--- src/rtl/logic_accum_pkg.sv ---
// Shared op codes, FSM encoding and fold identity for the streaming bitwise accumulator.
// Pure definitions; no logic, no latency, no flow control.
package logic_accum_pkg;

  localparam logic [1:0] OP_AND = 2'b00;
  localparam logic [1:0] OP_OR  = 2'b01;
  localparam logic [1:0] OP_XOR = 2'b10;

  // Widest datapath the identity helper can produce; callers size-cast down to WIDTH.
  localparam int MAX_W = 1024;

  typedef enum logic [1:0] {
    IDLE = 2'd0,
    ACC  = 2'd1,
    DONE = 2'd2
  } state_t;

  // Starting accumulator value: all ones for AND, zero for OR/XOR (and the reserved code).
  function automatic logic [MAX_W-1:0] identity(input logic [1:0] op, input int width);
    logic [MAX_W-1:0] ones;
    ones = '1;
    if (op == OP_AND) return ~(ones << width);
    return '0;
  endfunction

endpackage

--- src/rtl/logic_op.sv ---
// Two-operand bitwise unit (AND/OR/XOR, reserved code behaves as OR).
// Purely combinational; no state, no backpressure.
module logic_op
  import logic_accum_pkg::*;
#(
  parameter int WIDTH = 32
) (
  input  logic [WIDTH-1:0] a,
  input  logic [WIDTH-1:0] b,
  input  logic [1:0]       op,
  output logic [WIDTH-1:0] y
);

  always_comb begin
    case (op)
      OP_AND:  y = a & b;
      OP_XOR:  y = a ^ b;
      default: y = a | b;
    endcase
  end

endmodule

--- src/rtl/logic_accum.sv ---
// Folds a run of len operand words into one result with a latched bitwise op.
// Result valid the cycle after the last accepted beat; holds in DONE until out_ready.
module logic_accum
  import logic_accum_pkg::*;
#(
  parameter int WIDTH = 32,
  parameter int CNT_W = 8
) (
  input  logic             clk,
  input  logic             rst,
  input  logic             start,
  input  logic [1:0]       op,
  input  logic [CNT_W-1:0] len,
  input  logic             in_valid,
  output logic             in_ready,
  input  logic [WIDTH-1:0] in_data,
  output logic             out_valid,
  input  logic             out_ready,
  output logic [WIDTH-1:0] out_data,
  output logic [CNT_W-1:0] out_count,
  output logic             busy
);

  state_t           state;
  state_t           state_nxt;
  logic [WIDTH-1:0] acc;
  logic [WIDTH-1:0] acc_fold;
  logic [CNT_W-1:0] cnt;
  logic [CNT_W-1:0] cnt_inc;
  logic [CNT_W-1:0] len_q;
  logic [1:0]       op_q;
  logic             beat;

  assign cnt_inc = cnt + 1'b1;

  logic_op #(.WIDTH(WIDTH)) u_op (
    .a  (acc),
    .b  (in_data),
    .op (op_q),
    .y  (acc_fold)
  );

  always_ff @(posedge clk or posedge rst) begin
    if (rst) state <= IDLE;
    else     state <= state_nxt;
  end

  // Handshake outputs depend only on the state register.
  always_comb begin
    state_nxt = state;
    in_ready  = 1'b0;
    out_valid = 1'b0;
    busy      = 1'b0;
    beat      = 1'b0;
    case (state)
      IDLE: begin
        if (start) state_nxt = (len == '0) ? DONE : ACC;
      end
      ACC: begin
        in_ready = 1'b1;
        busy     = 1'b1;
        beat     = in_valid;
        if (beat && (cnt_inc == len_q)) state_nxt = DONE;
      end
      DONE: begin
        out_valid = 1'b1;
        busy      = 1'b1;
        if (out_ready) state_nxt = IDLE;
      end
      default: state_nxt = IDLE;
    endcase
  end

  always_ff @(posedge clk or posedge rst) begin
    if (rst) begin
      acc   <= '0;
      cnt   <= '0;
      op_q  <= OP_OR;
      len_q <= '0;
    end else if (state == IDLE && start) begin
      op_q  <= op;
      len_q <= len;
      acc   <= WIDTH'(identity(op, WIDTH));
      cnt   <= '0;
    end else if (beat) begin
      acc <= acc_fold;
      cnt <= cnt_inc;
    end
  end

  // acc/cnt are untouched after the handshake, so the last result stays visible in IDLE.
  assign out_data  = acc;
  assign out_count = cnt;

endmodule

--- config.mk ---
export PLATFORM = sky130hd
export DESIGN_NAME = logic_accum
export DESIGN_NICKNAME = d
export VERILOG_FILES = /design/src/rtl/logic_accum_pkg.sv /design/src/rtl/logic_op.sv /design/src/rtl/logic_accum.sv
export SDC_FILE = /design/constraint.sdc
export NUM_CORES = 1
export LEC_CHECK = 0
export CORE_MARGIN = 3
export CORE_UTILIZATION = 40
export CTS_CLUSTER_DIAMETER = 150
export DETAILED_ROUTE_END_ITERATION = 6
export PLACE_DENSITY_LB_ADDON = 0.05
export SLEW_MARGIN = 0
export SYNTH_ARGS = -nofsm -noshare
export SYNTH_HDL_FRONTEND = slang
export SYNTH_SLANG_ARGS = --single-unit
export TNS_END_PERCENT = 1
--- constraint.sdc ---
create_clock -name clk -period 5.8 [get_ports clk]
set_input_delay 0.58 -clock clk [delete_from_list [all_inputs] [get_ports clk]]
set_output_delay 0.58 -clock clk [all_outputs]
set_load 0.01 [all_outputs]
* After elaboration in Yosys (flattened, before gate mapping)
Cells that the tools add are included.
** Storage, ports and cells
- Flip-flop bits (word level) :: 52
- Bits in latches :: 0
- RAM bits :: 0
- Memory bits (read-only) :: 0
- Input port bits :: 47
- Output and inout port bits :: 43
- Word-level logic and storage cells :: 43
- Memories :: 0
** Operators by class
- $add $sub $neg :: 1
- $mul :: 0
- Div/mod/pow operators :: 0
- $lt $le $gt $ge :: 0
- Equal/unequal tests :: 7
- Shifts and indexed selects :: 0
- Mux-type cells :: 18
- Bitwise logic cells :: 3
- Reductions and logical operators :: 9
** Operators by type and width (count)
- $mux 32 :: 4
- $pmux 32 s2 :: 1
- $and 32x32->32 :: 1
- $or 32x32->32 :: 1
- $xor 32x32->32 :: 1
- $mux 8 :: 2
- $add 8x1->8 const B :: 1
- $eq 8x8->1 :: 1
- $logic_not 8->1 :: 1
- $mux 2 :: 4
- $logic_not 2->1 :: 3
- $mux 1 :: 6
- $ne 2x2->1 const B :: 3
- $pmux 2 s3 :: 1
- $eq 2x2->1 const B :: 2
- $reduce_and 3->1 :: 1
- $eq 2x1->1 const B :: 1
- $logic_and 1x1->1 :: 2
- $reduce_bool 2->1 :: 1
- $reduce_or 2->1 :: 1

* Longest topological paths before layout
Gate-level depths: netlist of the first run.
- Depth in word-level cells :: 5
- Mapped depth :: 8
- Mapped depth without buffers :: 7

* Modules after synthesis
From an unflattened synthesis of the first run, not the netlist that was laid out.
** Unflattened totals
- Cells, all modules :: 471
- Area, all modules :: 4236.6 um2
** By module, submodules not included
- logic_accum :: times used 1, cells each 271, area each 2456.1 um2, sequential area each 1302.5 um2
- logic_op :: times used 1, cells each 200, area each 1780.5 um2, sequential area each 0.0 um2

* Worst setup path after synthesis of the first run
No wires, ideal clock.
- Path kind :: reg-to-reg
- Start point :: register cnt[1], in the netlist out_count[1]
- End point :: register state[0]
- Arrival time :: 2152 ps
- Slack :: 3524 ps
- Stages on the path, launching flop included :: 8
- Buffers on the path :: 1
- Clock period less this slack :: 2276 ps
- Path through :: dfrtp_1 ha_1 clkbuf_1 and3_1 or3_1 o2111a_1 o41ai_1 mux2_2
** Between the ends
- Longest elaborated chain between the ends :: 5
** RTL lines
- start, declared :: RTL line logic_accum.sv:28 : logic [CNT_W-1:0] cnt;
- start signal, assigned :: RTL line logic_accum.sv:87 : cnt <= cnt_inc;
- $add 8x1->8 :: RTL line logic_accum.sv:34 : assign cnt_inc = cnt + 1'b1;
- $eq 8x8->1 :: RTL line logic_accum.sv:63 : if (beat && (cnt_inc == len_q)) state_nxt = DONE;
- $logic_and 1x1->1 :: RTL line logic_accum.sv:63
- $ne 2x2->1 (no line)
- $reduce_and 3->1 (no line)
- end signal, assigned :: RTL line logic_accum.sv:45 : else state <= state_nxt;
- end, declared :: RTL line logic_accum.sv:24 : state_t state;
No other way between the ends.
A chain may end at the register's enable or synchronous reset.

* Final worst setup path of the first run
- Start point :: input start
- End point :: register acc[31], in the netlist out_data[31]
** Between the ends
- Longest elaborated chain between the ends :: 2
- Elaborated cells between the ends (all ways) :: 3
- Classes of those cells :: mux: 1; reduce/logical: 2
** RTL lines
- start, declared :: RTL line logic_accum.sv:11 : input logic start,
- $logic_and 1x1->1 * :: RTL line logic_accum.sv:80 : end else if (state == IDLE && start) begin
- $mux 32 or $reduce_bool 2->1 (tied branches)
- end signal, assigned :: RTL line logic_accum.sv:83 : acc <= WIDTH'(identity(op, WIDTH));
- end signal, assigned :: RTL line logic_accum.sv:86 : acc <= acc_fold;
- end, declared :: RTL line logic_accum.sv:26 : logic [WIDTH-1:0] acc;
Every way passes the cells marked *; elsewhere a longest branch is shown, timed or not.

==> impl_metrics.env, run 1 <==
export IMPL_overflow=0
export IMPL_synth_area_leader_cell="dfrtp_1"
export IMPL_place_congestion=0.762
export IMPL_dp_cells=657
export IMPL_reg2reg_depth=5
export IMPL_skew_ns=0.00686
export IMPL_min_from="len_q[7]$_DFFE_PP0P_"
export IMPL_finalMaxSlewViolations=0
export IMPL_nets=646
export IMPL_setup_viol=0
export IMPL_clock_latency_ns=0.30
export IMPL_yosysUniqueCellTypes=34
export IMPL_grt_pass1_wl_um=15800
export IMPL_fillers=946
export IMPL_p_per_area_mw_per_mm2=395
export IMPL_maxCapViolCount=0
export IMPL_max_slew_worst_pin_slew_ns=1.12
export IMPL_numCtsBuffers=5
export IMPL_synthArstFlopShare_pct=100
export IMPL_preCtsSetupSlack_ns=2.64
export IMPL_status="complete, no violations"
export IMPL_layout_cells_non_filler=665
export IMPL_ant_nets=0
export IMPL_syn_area_mm2=0.00414
export IMPL_synth_top_cell_area_share_pct=30.8
export IMPL_cp_slowest_cell="nand2_1"
export IMPL_worstPathCellList="clkdlybuf4s50_1 > and2_2 > nand2_1 > o21ai_0"
export IMPL_fin_crit_sh_pct=48.0
export IMPL_cts_num_sinks=52
export IMPL_cts_resized=0
export IMPL_hold_class="reg -> reg"
export IMPL_drc=0
export IMPL_cp_top_family="simple AND/OR/NAND/NOR gates"
export IMPL_drt_total_wl_um=9150
export IMPL_synth_commonest_cells="70 x inv_1, 68 x ha_1, 64 x a211oi_1"
export IMPL_ys_ff_latch=52
export IMPL_grtUsageTotal_pct=16.4
export IMPL_ys_seq_area_share_pct=31.5
export IMPL_dr_first_iter_drc_count=108
export IMPL_dp_hpwl_um=6420
export IMPL_crit_path_start="start"
export IMPL_max_freq_mhz=360
export IMPL_post_drt_via_cell_ratio=5.14
export IMPL_dieArea_mm2=0.0116
export IMPL_hold_buffers=0
export IMPL_initial_utilization_pct=41.8
export IMPL_crit_path_start_kind="input pin"
export IMPL_rsz0062_at_grt="no"
export IMPL_crit_type="in -> reg"
export IMPL_syn_to_final_growth_pct=25.5
export IMPL_cts_tree="built"
export IMPL_critPathBufInv=1
export IMPL_cts_htree_levels=2
export IMPL_reg2reg_to="out_data[31]$_DFFE_PP0P_"
export IMPL_drt_pass1_iterations=4
export IMPL_dieWidth_um=108
export IMPL_required_ns=6.01
export IMPL_cts_setup_buffers=0
export IMPL_critical_path_arrival_ns=2.99
export IMPL_whs_endpoint="len_q[7]$_DFFE_PP0P_"
export IMPL_worst_slack_ns=3.02
export IMPL_cp_max_fo=51
export IMPL_hold_violations=0
export IMPL_antenna_found_initial=0
export IMPL_grt_pass1_vias=3402
export IMPL_cts_root_buffer="clkbuf_8"
export IMPL_cpPeakStageDelay_ns=0.83
export IMPL_grt_max_degree=72
export IMPL_vias=3417
export IMPL_yosysMostFrequentCell="inv_1"
export IMPL_synthTopCellsByArea="dfrtp_1 31%, ha_1 21%, a211oi_1 12%"
export IMPL_reg2reg_from="state[0]$_DFFE_PP0P_"
export IMPL_path_clk_slew_ns=0.10
export IMPL_io_pins=90
export IMPL_die_h_um=108
export IMPL_max_vdd_ir_drop_mv=0.200
export IMPL_ys_warn_count=0
export IMPL_io_buffers=89
export IMPL_drive_gt1_share_pct=5.26
export IMPL_leakage_nw=2.29
export IMPL_synth_edff_count=0
export IMPL_finalSetupTns_ns=0
export IMPL_synthCells=468
export IMPL_relSlewSlack_pct=25.2
export IMPL_holdPathStages=1
export IMPL_ys_flop_type="dfrtp_1"
export IMPL_wire_per_inst_um=13.8
export IMPL_clockBufferDepth=2
export IMPL_crit_path_end_kind="register"
export IMPL_reg2reg_slack_ns=3.11
export IMPL_period_needed_ns=2.78
export IMPL_antenna_diode_count=0
export IMPL_synth_fp_nets=583
export IMPL_syn_avg_cell_area_um2=8.85
export IMPL_core_mm2=0.00991
export IMPL_rows=36
worst max-delay path by stage:
stage | end | cells after the start | slack, ns
2_1_floorplan | state[0]$_DFFE_PP0P_ | 7 | 3.52
3_3_place_gp | out_data[21]$_DFFE_PP0P_ | 4 | 2.72
3_5_place_dp | out_data[31]$_DFFE_PP0P_ | 4 | 2.64
4_1_cts | out_data[31]$_DFFE_PP0P_ | 4 | 2.96
5_1_grt | out_data[17]$_DFFE_PP0P_ | 4 | 2.76
6_report | out_data[31]$_DFFE_PP0P_ | 4 | 3.02
metrics by stage:
| step | hold slack, ns | cell area (um2) | util (%) | total power, mW |
|---|---|---|---|---|
| after global routing | 0.555 | 5200 | 52.4 | 2.26 |
| after detailed placement | 0.518 | 5070 | 51.2 | 1.81 |
| after floorplan | 0.501 | 4140 | - | 1.38 |
| final | 0.537 | 5200 | 52.4 | 2.06 |
| after global placement | 0.514 | 5070 | 51.2 | 1.77 |
| after CTS | 0.538 | 5200 | 52.4 | 2.09 |
report_power, final:
group / switching (mW) / internal (mW)
Combinational: 0.460 / 0.538
Clock: 0.119 / 0.152
Sequential: 0.279 / 0.507
Total: 0.858 / 1.20
final cells by class:
class / instances / area (um2) / share of cell area, %
clock buffers: 7 / 96.3 / 1.85
clock inverters: 1 / 30.0 / 0.578
inverters: 70 / 263 / 5.06
multi-input cells: 311 / 2430 / 46.8
flip-flops and latches: 52 / 1300 / 25.1
well taps: 133 / 166 / 3.20
repair buffers: 91 / 906 / 17.4
cells by family after synthesis:
group,count (synthesis),synth area share [%]
AOI/OAI and AO/OA,144,21.8
xor gates and xnor gates,15,3.17
adders and majority gates,68,20.5
buffers and inverters,105,9.94
DFF,52,31.5
muxes,11,2.99
and+or+nand+nor,73,10.1
metal layers:
layer / GRT usage (%) / wire [um]
met5: 0 / 0
met4: 2.71 / 54
met3: 2.94 / 325
met2: 28.4 / 4450
met1: 21.7 / 4320
registers in the layout (all words and copies together) (netlist names):
register	count
len_q	8
op_q	2
out_count	8
out_data	32
state	2
cells in the final DEF (no fill, tap or decap), types with 2 or more instances in the layout:
cell / Yosys / layout
o221ai_1: 3 / 3
dfrtp_1: 51 / 50
nor4_1: 2 / 2
a31oi_1: 2 / 2
xor2_1: 7 / 7
xnor2_1: 8 / 8
nor2_1: 10 / 10
mux2_2: 11 / 11
nand2_1: 7 / 6
nor2b_1: 32 / 32
nor3_1: 3 / 3
ha_1: 68 / 68
inv_1: 70 / 69
clkdlybuf4s50_1: 0 / 89
buf_4: 0 / 2
or3_1: 3 / 3
a21oi_1: 39 / 39
clkbuf_8: 0 / 7
or4_1: 2 / 2
a211oi_1: 64 / 64
nand3_1: 7 / 7
o21ai_0: 34 / 34
worst register-to-register path: stages, from the launching register on:
cell and delay [ns]:
dfrtp_1 0.41, inv_1 0.09, ha_1 0.18, and2_2 0.75, nand2_1 0.86, o21ai_0 0.30
Power figures use the tool's default switching activity.
==> run 2: changes to the inputs <==
clock period = 2.9 ns   (was 5.8 ns; I/O delays follow)
==> run 2 against run 1 <==
First-iteration DRC count up 63%. Sequential power up 82%. Hold slack worse by 0.17 ns. Global-route usage up 0.94 points. Cell area up 0.60%. Wire length up 5.7%. Non-clock buffer count up 4. Clock power up 48%. Count of clock-buffer cells in the layout down 1. Clock skew up 0.0082 ns. Sequential cell count unchanged.
==> impl_metrics.env, run 2 (synthesis results as in run 1) <==
export IMPL_relSlewSlack_pct=62.0
export IMPL_wire_per_inst_um=14.5
export IMPL_cts_htree_levels=2
export IMPL_overflow=0
export IMPL_path_clk_slew_ns=0.10
export IMPL_nets=650
export IMPL_grtUsageTotal_pct=17.3
export IMPL_core_mm2=0.00991
export IMPL_max_freq_mhz=406
export IMPL_worst_slack_ns=0.437
export IMPL_dieArea_mm2=0.0116
export IMPL_hold_class="in -> async"
export IMPL_dieWidth_um=108
export IMPL_drive_gt1_share_pct=5.61
export IMPL_crit_path_end_kind="register"
export IMPL_clockBufferDepth=2
export IMPL_grt_pass1_vias=3371
export IMPL_required_ns=3.10
export IMPL_critical_path_arrival_ns=2.67
export IMPL_post_drt_via_cell_ratio=5.14
export IMPL_vias=3436
export IMPL_io_pins=90
export IMPL_place_congestion=0.911
export IMPL_maxCapViolCount=0
export IMPL_period_needed_ns=2.46
export IMPL_rows=36
export IMPL_grt_max_degree=54
export IMPL_setup_viol=0
export IMPL_preCtsSetupSlack_ns=0.437
export IMPL_cp_max_fo=10
export IMPL_clock_latency_ns=0.30
export IMPL_cts_root_buffer="clkbuf_8"
export IMPL_max_slew_worst_pin_slew_ns=0.569
export IMPL_max_vdd_ir_drop_mv=0.421
export IMPL_p_per_area_mw_per_mm2=780
export IMPL_io_buffers=89
export IMPL_initial_utilization_pct=41.8
export IMPL_finalSetupTns_ns=0
export IMPL_die_h_um=108
export IMPL_finalMaxSlewViolations=0
export IMPL_syn_to_final_growth_pct=26.2
export IMPL_cts_resized=0
export IMPL_cts_num_sinks=52
export IMPL_drc=0
export IMPL_layout_common_cells="89 x clkdlybuf4s50_1, 69 x inv_1, 68 x ha_1, 64 x a211oi_1, 50 x dfrtp_1"
export IMPL_largest_reg_flops=32
export IMPL_dr_first_iter_drc_count=176
export IMPL_fillers=951
export IMPL_antenna_diode_count=0
export IMPL_cts_tree="built"
export IMPL_crit_type="reg -> reg"
export IMPL_layout_commonest_cell="clkdlybuf4s50_1"
export IMPL_skew_ns=0.0151
export IMPL_leakage_nw=2.30
export IMPL_dp_hpwl_um=6970
export IMPL_drt_total_wl_um=9680
export IMPL_crit_path_start_kind="register"
export IMPL_rsz0062_at_grt="no"
export IMPL_hold_buffers=0
export IMPL_hold_violations=0
export IMPL_numCtsBuffers=5
export IMPL_drt_pass1_iterations=4
export IMPL_reg2reg_from="out_count[2]$_DFFE_PP0P_"
export IMPL_grt_pass1_wl_um=16500
export IMPL_antenna_found_initial=0
export IMPL_crit_path_start="out_count[2]$_DFFE_PP0P_"
export IMPL_status="complete, no violations"
export IMPL_ant_nets=0
export IMPL_cts_setup_buffers=0
export IMPL_fin_crit_sh_pct=84.9
run 2: cell count changes in the layout (fill, tap and decap cells not counted), sizes merged:
cell | before | now
buf | 2 | 6
bufinv | 1 | 0
clkbuf | 7 | 6
clkinv | 0 | 1
run 2: layer usage:
metal / vias up / track usage (%) / part of all wire (%)
met5: - / 0 / 0
met4: 0 / 3.16 / 0.84
met3: 8 / 3.24 / 4.5
met2: 63 / 28.6 / 47
met1: 1617 / 23.9 / 48
li1: 1748 / - / -
run 2: layout make-up:
type                            instances  area [um2]  share of cell area, %
Multi-Input combinational cell        311        2430                   46.5
Sequential cell                        52        1300                   24.9
Timing Repair Buffer                   95         986                   18.9
Inverter                               70         263                   5.03
Tap cell                              133         166                   3.18
Clock buffer                            6        72.6                   1.39
Clock inverter                          1        5.00                 0.0957
run 2: final timing paths:
path | slack (ns) | endpoint | depth (start not counted)
hold reg to reg | 0.53 | len_q[5]$_DFFE_PP0P_ | 1
min in group clk | 0.53 | len_q[5]$_DFFE_PP0P_ | 1
max in group asynchronous | 1.98 | out_count[7]$_DFFE_PP0P_ | 3
setup reg to reg | 0.44 | state[0]$_DFFE_PP0P_ | 6
hold / removal | 0.37 | len_q[3]$_DFFE_PP0P_ | 2
setup / recovery | 0.44 | state[0]$_DFFE_PP0P_ | 6
run 2: critical path: stages, from the launching register on:
cell	delay, ns
dfrtp_1	0.54
and3_4	0.28
nand3_2	0.11
xnor2_1	0.16
or4_1	0.53
o41ai_1	0.36
mux2_2	0.37
run 2: report_power, final:
part           internal [mW]  switching, mW  total (mW)
clock network          0.165          0.237       0.402
registers               1.01          0.417        1.43
logic                   1.14           1.10        2.24
total                   2.32           1.76        4.08
run 2: per-stage QoR:
step	power, mW	util [%]	instances	hold WS [ns]	instance area [um2]
after floorplan	2.77	-	468	0.442	4140
after global placement	3.64	52.0	661	0.521	5150
after detailed placement	3.72	52.0	661	0.517	5150
after CTS	4.14	52.8	668	0.380	5230
after global routing	4.50	52.8	668	0.389	5230
final	4.08	52.8	668	0.366	5230
